**src/rtl/pwm_pkg.sv**
```systemverilog
// Shared types and helpers for the sign/magnitude PWM block.
package pwm_pkg;

  localparam int DIVIDER_DEF = 255;
  localparam int PERIOD      = DIVIDER_DEF + 1;

  typedef enum logic {
    RUN  = 1'b0,
    DEAD = 1'b1
  } pwm_ch_state_e;

  // Works on a 64-bit sign-extended duty so the most negative input cannot overflow.
  function automatic logic [63:0] sat_abs(input logic signed [63:0] v, input logic [63:0] max);
    logic [63:0] m;
    m = v[63] ? -v : v;
    return (m > max) ? max : m;
  endfunction

endpackage

```
**src/rtl/vout_pwm_chan.sv**
```systemverilog
// One PWM/dir channel: boundary sampling with saturation, registered compare, optional
// direction-change dead time (DIR_DEADTIME_EN).
module vout_pwm_chan
  import pwm_pkg::*;
#(
  parameter int DTY_W   = 32,
  parameter int CNT_W   = 16,
  parameter int DIVIDER = 255
`ifdef DIR_DEADTIME_EN
  ,
  parameter int DEADTIME = 16
`endif
) (
  input  logic             clk,
  input  logic             rst_n,
  input  logic [CNT_W-1:0] cnt_i,
  input  logic             bnd_i,
  input  logic [DTY_W-1:0] dty_i,
  input  logic             disabled_i,
  output logic             dir_o,
  output logic             pwm_o
);

  localparam int MAG_W = CNT_W + 1;

  logic [MAG_W-1:0]  mag_q, mag_d;
  logic              dir_q, dir_d;
  logic              pwm_q;
  logic signed [63:0] dty_sx;
  logic              hit;

  assign dty_sx = {{(64 - DTY_W){dty_i[DTY_W-1]}}, dty_i};
  assign mag_d  = MAG_W'(sat_abs(dty_sx, 64'(DIVIDER + 1)));
  assign dir_d  = !dty_i[DTY_W-1] && (dty_i != '0);
  assign hit    = ({1'b0, cnt_i} < mag_q) && !disabled_i;

`ifdef DIR_DEADTIME_EN
  localparam int DW = (DEADTIME > 0) ? $clog2(DEADTIME + 1) : 1;

  pwm_ch_state_e state_q;
  logic [DW-1:0] dead_q;
  logic          flip;

  assign flip = bnd_i && (dir_d != dir_q);

  always_ff @(posedge clk or negedge rst_n) begin
    if (!rst_n) begin
      mag_q   <= '0;
      dir_q   <= 1'b0;
      pwm_q   <= 1'b0;
      state_q <= RUN;
      dead_q  <= '0;
    end else begin
      // The boundary cycle of a sign change is already blanked, before dir toggles.
      pwm_q <= hit && !flip && (state_q == RUN);
      if (bnd_i) begin
        mag_q <= mag_d;
        dir_q <= dir_d;
        if (flip) begin
          state_q <= (DEADTIME > 0) ? DEAD : RUN;
          dead_q  <= DW'(DEADTIME);
        end else begin
          state_q <= RUN;
          dead_q  <= '0;
        end
      end else if (state_q == DEAD) begin
        if (dead_q == DW'(1)) state_q <= RUN;
        dead_q <= dead_q - DW'(1);
      end
    end
  end
`else
  always_ff @(posedge clk or negedge rst_n) begin
    if (!rst_n) begin
      mag_q <= '0;
      dir_q <= 1'b0;
      pwm_q <= 1'b0;
    end else begin
      pwm_q <= hit;
      if (bnd_i) begin
        mag_q <= mag_d;
        dir_q <= dir_d;
      end
    end
  end
`endif

  assign dir_o = dir_q;
  assign pwm_o = pwm_q;

endmodule

```
**src/rtl/vout_pwm_multi.sv**
```systemverilog
// N-channel sign/magnitude PWM with a shared period counter and period_start strobe.
// DIR_DEADTIME_EN enables per-channel direction-change dead time.
module vout_pwm_multi
  import pwm_pkg::*;
#(
  parameter int CHANNELS = 4,
  parameter int DTY_W    = 32,
  parameter int CNT_W    = 16,
  parameter int DIVIDER  = PERIOD - 1,
  parameter int DEADTIME = 16
) (
  input  logic                      clk,
  input  logic                      rst_n,
  input  logic [CHANNELS*DTY_W-1:0] dty,
  input  logic [CHANNELS-1:0]       disabled,
  output logic                      period_start,
  output logic [CHANNELS-1:0]       dir,
  output logic [CHANNELS-1:0]       pwm
);

  if (CHANNELS < 1 || CHANNELS > 16 || DTY_W < 2 || DTY_W > 63 || DIVIDER < 0 ||
      64'(DIVIDER) >= (64'd1 << CNT_W) || DEADTIME < 0) begin : g_bad_cfg
    $error("vout_pwm_multi: illegal parameter set");
  end

  logic [CNT_W-1:0] cnt_q, cnt_d;
  logic             init_q;
  logic             ps_q;
  logic             bnd;

  // The cycle right after reset release acts as a boundary so the first period starts at once.
  assign bnd   = init_q || (cnt_q == CNT_W'(DIVIDER));
  assign cnt_d = bnd ? '0 : cnt_q + CNT_W'(1);

  always_ff @(posedge clk or negedge rst_n) begin
    if (!rst_n) begin
      cnt_q  <= '0;
      init_q <= 1'b1;
      ps_q   <= 1'b0;
    end else begin
      cnt_q  <= cnt_d;
      init_q <= 1'b0;
      ps_q   <= bnd;
    end
  end

  assign period_start = ps_q;

  for (genvar g = 0; g < CHANNELS; g++) begin : g_ch
    vout_pwm_chan #(
      .DTY_W   (DTY_W),
      .CNT_W   (CNT_W),
      .DIVIDER (DIVIDER)
`ifdef DIR_DEADTIME_EN
      ,
      .DEADTIME(DEADTIME)
`endif
    ) u_chan (
      .clk       (clk),
      .rst_n     (rst_n),
      .cnt_i     (cnt_q),
      .bnd_i     (bnd),
      .dty_i     (dty[g*DTY_W +: DTY_W]),
      .disabled_i(disabled[g]),
      .dir_o     (dir[g]),
      .pwm_o     (pwm[g])
    );
  end

endmodule

```
**config.mk**
```make
export PLATFORM = sky130hd
export DESIGN_NAME = vout_pwm_multi
export DESIGN_NICKNAME = d
export VERILOG_FILES = /design/src/rtl/pwm_pkg.sv /design/src/rtl/vout_pwm_chan.sv /design/src/rtl/vout_pwm_multi.sv
export SDC_FILE = /design/constraint.sdc
export NUM_CORES = 1
export LEC_CHECK = 0
export ABC_AREA = 1
export CAP_MARGIN = 20
export CORE_UTILIZATION = 48
export CTS_BUF_LIST = sky130_fd_sc_hd__clkbuf_8 sky130_fd_sc_hd__clkbuf_16
export CTS_CLUSTER_SIZE = 12
export DETAILED_ROUTE_END_ITERATION = 12
export GPL_TIMING_DRIVEN = 0
export PLACE_DENSITY = 0.78
export SLEW_MARGIN = 20
export SYNTH_ARGS = -nofsm -noshare
export SYNTH_HDL_FRONTEND = slang
export SYNTH_HIERARCHICAL = 1
export SYNTH_SLANG_ARGS = --single-unit
```
**constraint.sdc**
```tcl
create_clock -name clk -period 2.15 [get_ports clk]
set_clock_uncertainty 0.15 [all_clocks]
set_input_delay 0.43 -clock clk [delete_from_list [all_inputs] [get_ports clk]]
set_output_delay 0.43 -clock clk [all_outputs]
set_load 0.005 [all_outputs]
```
==> metrics.txt <==
# TYPE chip_impl_metric gauge
chip_impl_metric{name="detail_route.drc_violations",unit=""} 5
chip_impl_metric{name="power.static_leakage",unit="nW"} 7.20
chip_impl_metric{name="first_global_vias",unit=""} 11200
chip_impl_metric{name="worst_slack",unit="ps"} 33.3
chip_impl_metric{name="fp.coreArea",unit="mm²"} 0.0220
chip_impl_metric{name="final-hold-violation-count",unit=""} 0
chip_impl_metric{name="per_instance_average_area_after_synthesis",unit="µm²"} 5.83
chip_impl_metric{name="hold_ws",unit="ps"} 278
chip_impl_metric{name="port_buffers",unit=""} 138
chip_impl_metric{name="finalNetCount",unit=""} 2247
chip_impl_metric{name="power.switching_fraction",unit="%"} 33.0
chip_impl_metric{name="first_pass_grt_wire_length",unit="µm"} 51700
chip_impl_metric{name="final_layout_size_suffix_gt1_share",unit="%"} 24.4
chip_impl_metric{name="synth_area",unit="mm²"} 0.0108
chip_impl_metric{name="wire_length_per_cell",unit="µm"} 13.8
chip_impl_metric{name="wl",unit="µm"} 32000
chip_impl_metric{name="die_x",unit="µm"} 152
chip_impl_metric{name="instance_count_of_the_mapped_netlist",unit=""} 1857
chip_impl_metric{name="critical_path_peak_fanout",unit=""} 8
chip_impl_metric{name="clock_sink_count",unit=""} 94
chip_impl_info{name="slowest_stage",value="sky130_fd_sc_hd__clkdlybuf4s15_1"} 1
chip_impl_metric{name="routed_via_density",unit=""} 5.31
chip_impl_metric{name="n_antenna_cell",unit=""} 0
chip_impl_info{name="clock_tree_root_driver_cell",value="sky130_fd_sc_hd__clkbuf_16"} 1
chip_impl_metric{name="htree_levels",unit=""} 3
chip_impl_info{name="failing_checks",value="design-rule violations"} 1
chip_impl_metric{name="grt_antenna_before_repair",unit=""} 0
chip_impl_metric{name="worstRegToRegCells",unit=""} 9
chip_impl_metric{name="clk_pin_slew_worst_paths",unit="ps"} 60
chip_impl_metric{name="place_congestion",unit=""} 0.948
chip_impl_info{name="worst_r2r_endpoint",value="g_ch[0].u_chan/dir_o"} 1
chip_impl_metric{name="worst_slew_margin_rel",unit="%"} 60.5
chip_impl_metric{name="die_area",unit="mm²"} 0.0232
chip_impl_metric{name="drc_violation_total_after_the_first_tritonroute_iteration",unit=""} 900
chip_impl_info{name="critPathMostFrequentCell",value="sky130_fd_sc_hd__nand2_1"} 1
chip_impl_metric{name="final_critical_path_share_of_the_clock_period",unit="%"} 98.5
chip_impl_metric{name="timing.final.max_slew_violations",unit=""} 0
chip_impl_metric{name="utilization",unit="%"} 63.8
chip_impl_metric{name="dp_cells",unit=""} 2276
chip_impl_metric{name="totalPowerFinal",unit="mW"} 4.92
chip_impl_info{name="cp-start-kind",value="input port"} 1
chip_impl_metric{name="route.antenna.remaining_nets",unit=""} 0
chip_impl_metric{name="power_switching",unit="mW"} 1.63
chip_impl_info{name="min-delay-path-class",value="input port to flop"} 1
chip_impl_metric{name="pwr-share-clk",unit="%"} 31.1
chip_impl_metric{name="initial_core_util",unit="%"} 49.3
chip_impl_metric{name="finalNonFillerCells",unit=""} 2330
chip_impl_metric{name="finish.instance_area",unit="mm²"} 0.0140
chip_impl_metric{name="synth-warning-count",unit=""} 6
chip_impl_info{name="layout_commonest_cell",value="sky130_fd_sc_hd__nand2_1"} 1
chip_impl_metric{name="part_of_the_total_power_dissipated_in_sequential_elements",unit="%"} 36.8
chip_impl_info{name="timing_worst_setup_path_type",value="input port to flop"} 1
chip_impl_metric{name="clock_buffer_count_from_cts",unit=""} 9
chip_impl_metric{name="worst_ep_arrival_time",unit="ps"} 2240
chip_impl_metric{name="pwr_density_cell",unit="mW/mm²"} 351
chip_impl_info{name="crit_end_category",value="flop"} 1
chip_impl_metric{name="crit_required",unit="ps"} 2270
chip_impl_metric{name="worst_path_largest_cell_delay",unit="ps"} 260
chip_impl_metric{name="yosys.cell_types.count",unit=""} 34
chip_impl_metric{name="filler_cells_inserted",unit=""} 2070
chip_impl_metric{name="seq_area",unit="mm²"} 0.00237
chip_impl_metric{name="timing.reg2reg.setup_slack",unit="ps"} 100
chip_impl_metric{name="worst_skew_pair.late_latency",unit="ps"} 340
chip_impl_metric{name="drtPass1Iterations",unit=""} 9
chip_impl_metric{name="cts_max_path_bufs",unit=""} 2
chip_impl_metric{name="final.setup.tns",unit="ps"} 0
chip_impl_metric{name="area.growth.synth_to_final",unit="%"} 29.3
chip_impl_metric{name="route.vias.total",unit=""} 12400
chip_impl_info{name="run_status",value="finished, violations left"} 1
chip_impl_metric{name="io-pin-count",unit=""} 143
chip_impl_metric{name="worstMarginPinSlew",unit="ps"} 592
chip_impl_metric{name="grt_overflow_total",unit=""} 0
chip_impl_metric{name="grt_start_max_net_pins",unit=""} 62
chip_impl_metric{name="multiInputGateArea",unit="mm²"} 0.00832
chip_impl_metric{name="worst_hold_path_stage_count",unit=""} 5
chip_impl_metric{name="setup_viol",unit=""} 0
chip_impl_info{name="tritoncts",value="yes"} 1
chip_impl_info{name="mostFrequentLayoutCells",value="sky130_fd_sc_hd__nand2_1 (541), sky130_fd_sc_hd__inv_1 (232), sky130_fd_sc_hd__nor2_1 (206), sky130_fd_sc_hd__nand3_1 (148), sky130_fd_sc_hd__nor2_2 (93)"} 1
chip_impl_metric{name="die_y",unit="µm"} 152
chip_impl_metric{name="total_of_max_cap_violations",unit=""} 0
chip_impl_metric{name="num_rows",unit=""} 54
chip_impl_metric{name="ir_drop",unit="µV"} 316
chip_impl_metric{name="place_area",unit="mm²"} 0.0126
chip_impl_metric{name="detailed_place_hpwl",unit="µm"} 24100
chip_impl_metric{name="synth.net_count",unit=""} 2056
chip_impl_metric{name="combinationalPowerShare",unit="%"} 32.0
chip_impl_metric{name="p_int",unit="mW"} 3.29
chip_impl_info{name="beginning_of_the_worst_hold_path",value="dty[64]"} 1
chip_impl_metric{name="grt_use_total",unit="%"} 26.7
chip_impl_info{name="timing.hold.worst_endpoint",value="g_ch[2].u_chan/mag_q[0]"} 1
chip_impl_metric{name="pre_cts_slack",unit="ps"} -712
chip_impl_metric{name="fmax",unit="MHz"} 472
chip_impl_info{name="r2r-start",value="cnt_q[0]"} 1
chip_impl_metric{name="seq_area_frac_synth",unit="%"} 21.7
chip_impl_metric{name="period_minus_slack",unit="ps"} 2120
chip_impl_metric{name="synth_seq_cells",unit=""} 94
chip_impl_info{name="critical_path.cell_chain",value="clkdlybuf4s15_1 > nor2_2 > buf_4 > buf_4 > buf_4 > nand3_2 > nand2_1 > nand2_1 > nand2_1 > nand3_1 > nor2_1 > nand3_1 > nor2_4 > nand3_2 > nand2_1"} 1
[flip-flops by register name, indices dropped and copies added (netlist names)]
signal and flops:
period_start 1, g_ch.u_chan/pwm_o 4, cnt_q 16, g_ch.u_chan/mag_q 68
g_ch.u_chan/dir_o 4, init_q 1
[worst max-delay path by stage]
stage	startpoint	end	slack, ps	cells past startpoint
finish	dty[105]	g_ch[3].u_chan/mag_q[3]	30	15
detailed placement	dty[0]	g_ch[0].u_chan/mag_q[6]	-710	15
global placement	rst_n	g_ch[2].u_chan/mag_q[0]	-2950	1
CTS	cnt_q[0]	g_ch[2].u_chan/dir_o	-2	9
floorplan	cnt_q[1]	g_ch[0].u_chan/dir_o	20	9
global route	dty[41]	g_ch[1].u_chan/mag_q[2]	-50	14
[cells in the mapped netlist]
cell,count,share of area (%)
sky130_fd_sc_hd__nand2_1,596,21
sky130_fd_sc_hd__a211oi_1,4,0.28
sky130_fd_sc_hd__buf_6,1,0.10
sky130_fd_sc_hd__inv_1,246,8.5
sky130_fd_sc_hd__dfstp_2,1,0.24
sky130_fd_sc_hd__buf_4,8,0.55
sky130_fd_sc_hd__nand3_2,16,1.5
sky130_fd_sc_hd__a22o_1,4,0.32
sky130_fd_sc_hd__o21ai_0,46,2.1
sky130_fd_sc_hd__nor2_1,297,10
sky130_fd_sc_hd__conb_1,1,0.035
sky130_fd_sc_hd__nand2_4,1,0.10
sky130_fd_sc_hd__o2111ai_1,4,0.32
sky130_fd_sc_hd__nand4_1,19,1.1
sky130_fd_sc_hd__a21oi_1,40,1.8
sky130_fd_sc_hd__xnor2_1,3,0.24
sky130_fd_sc_hd__o211ai_1,8,0.55
sky130_fd_sc_hd__a31oi_1,4,0.23
sky130_fd_sc_hd__nor3_1,24,1.1
sky130_fd_sc_hd__nand2_2,43,2.5
sky130_fd_sc_hd__buf_2,12,0.55
sky130_fd_sc_hd__nand3_4,1,0.16
sky130_fd_sc_hd__inv_2,8,0.28
sky130_fd_sc_hd__o21bai_1,1,0.069
sky130_fd_sc_hd__nor2_2,39,2.3
sky130_fd_sc_hd__clkinv_1,4,0.14
sky130_fd_sc_hd__nand3b_1,24,1.7
sky130_fd_sc_hd__a41oi_1,4,0.32
sky130_fd_sc_hd__nand3_1,188,8.7
sky130_fd_sc_hd__ha_1,65,7.5
sky130_fd_sc_hd__clkbuf_1,12,0.42
sky130_fd_sc_hd__dfrtp_1,93,22
sky130_fd_sc_hd__nor2_4,24,2.5
sky130_fd_sc_hd__xor2_1,16,1.3
[critical path: cells and delay by family]
kind / cells / cell delay, ps
buffers and inverters: 4 / 580
AND/OR/NAND/NOR: 11 / 1230
[routing by layer]
layer / GRT usage, % / wire, µm
met5: 0 / 0
met2: 46.0 / 15600
met4: 5.39 / 467
met3: 3.50 / 1920
met1: 35.6 / 14000
[final cells by class]
type / instances / share of cell area (%)
Multi-Input combinational cell: 1472 / 59.4
Sequential cell: 94 / 16.9
Clock buffer: 10 / 1.71
Inverter: 258 / 7.04
Buffer: 32 / 1.41
Tap cell: 280 / 2.50
Clock inverter: 3 / 0.277
Timing Repair Buffer: 181 / 10.7
[power groups by stage]
stage | clock (mW) | sequential (mW) | combinational, mW
final | 1.53 | 1.81 | 1.57
after global routing | 1.64 | 1.81 | 1.75
after CTS | 1.56 | 1.81 | 1.45
after detailed placement | 0 | 1.85 | 1.41
after global placement | 0 | 1.85 | 1.39
after floorplan | 0 | 1.85 | 0.807
[logic make-up (layout without fill, tap and decap cells)]
family / Yosys count / in the layout / share of synthesized area [%]
compound gates: 115 / 115 / 6.08
xor+xnor: 19 / 19 / 1.54
fa+ha+maj: 65 / 65 / 7.51
other cells: 1 / 1 / 0.0346
flops: 94 / 94 / 21.7
simple gates: 1272 / 1272 / 52.5
buf+inv: 291 / 484 / 10.6
[what timing repair did]
| item | CTS | global route |
|---|---|---|
| setup buffers | 12 | 28 |
| gates resized for setup | 223 | 341 |
| gates cloned | 0 | 1 |
| hold buffers | 1 | 0 |
| endpoints found under the hold margin | 33 | 0 |
| pin swaps | 62 | 143 |
| setup endpoints to repair | 72 | 40 |
Note: power is estimated with default switching activity, not from simulation.
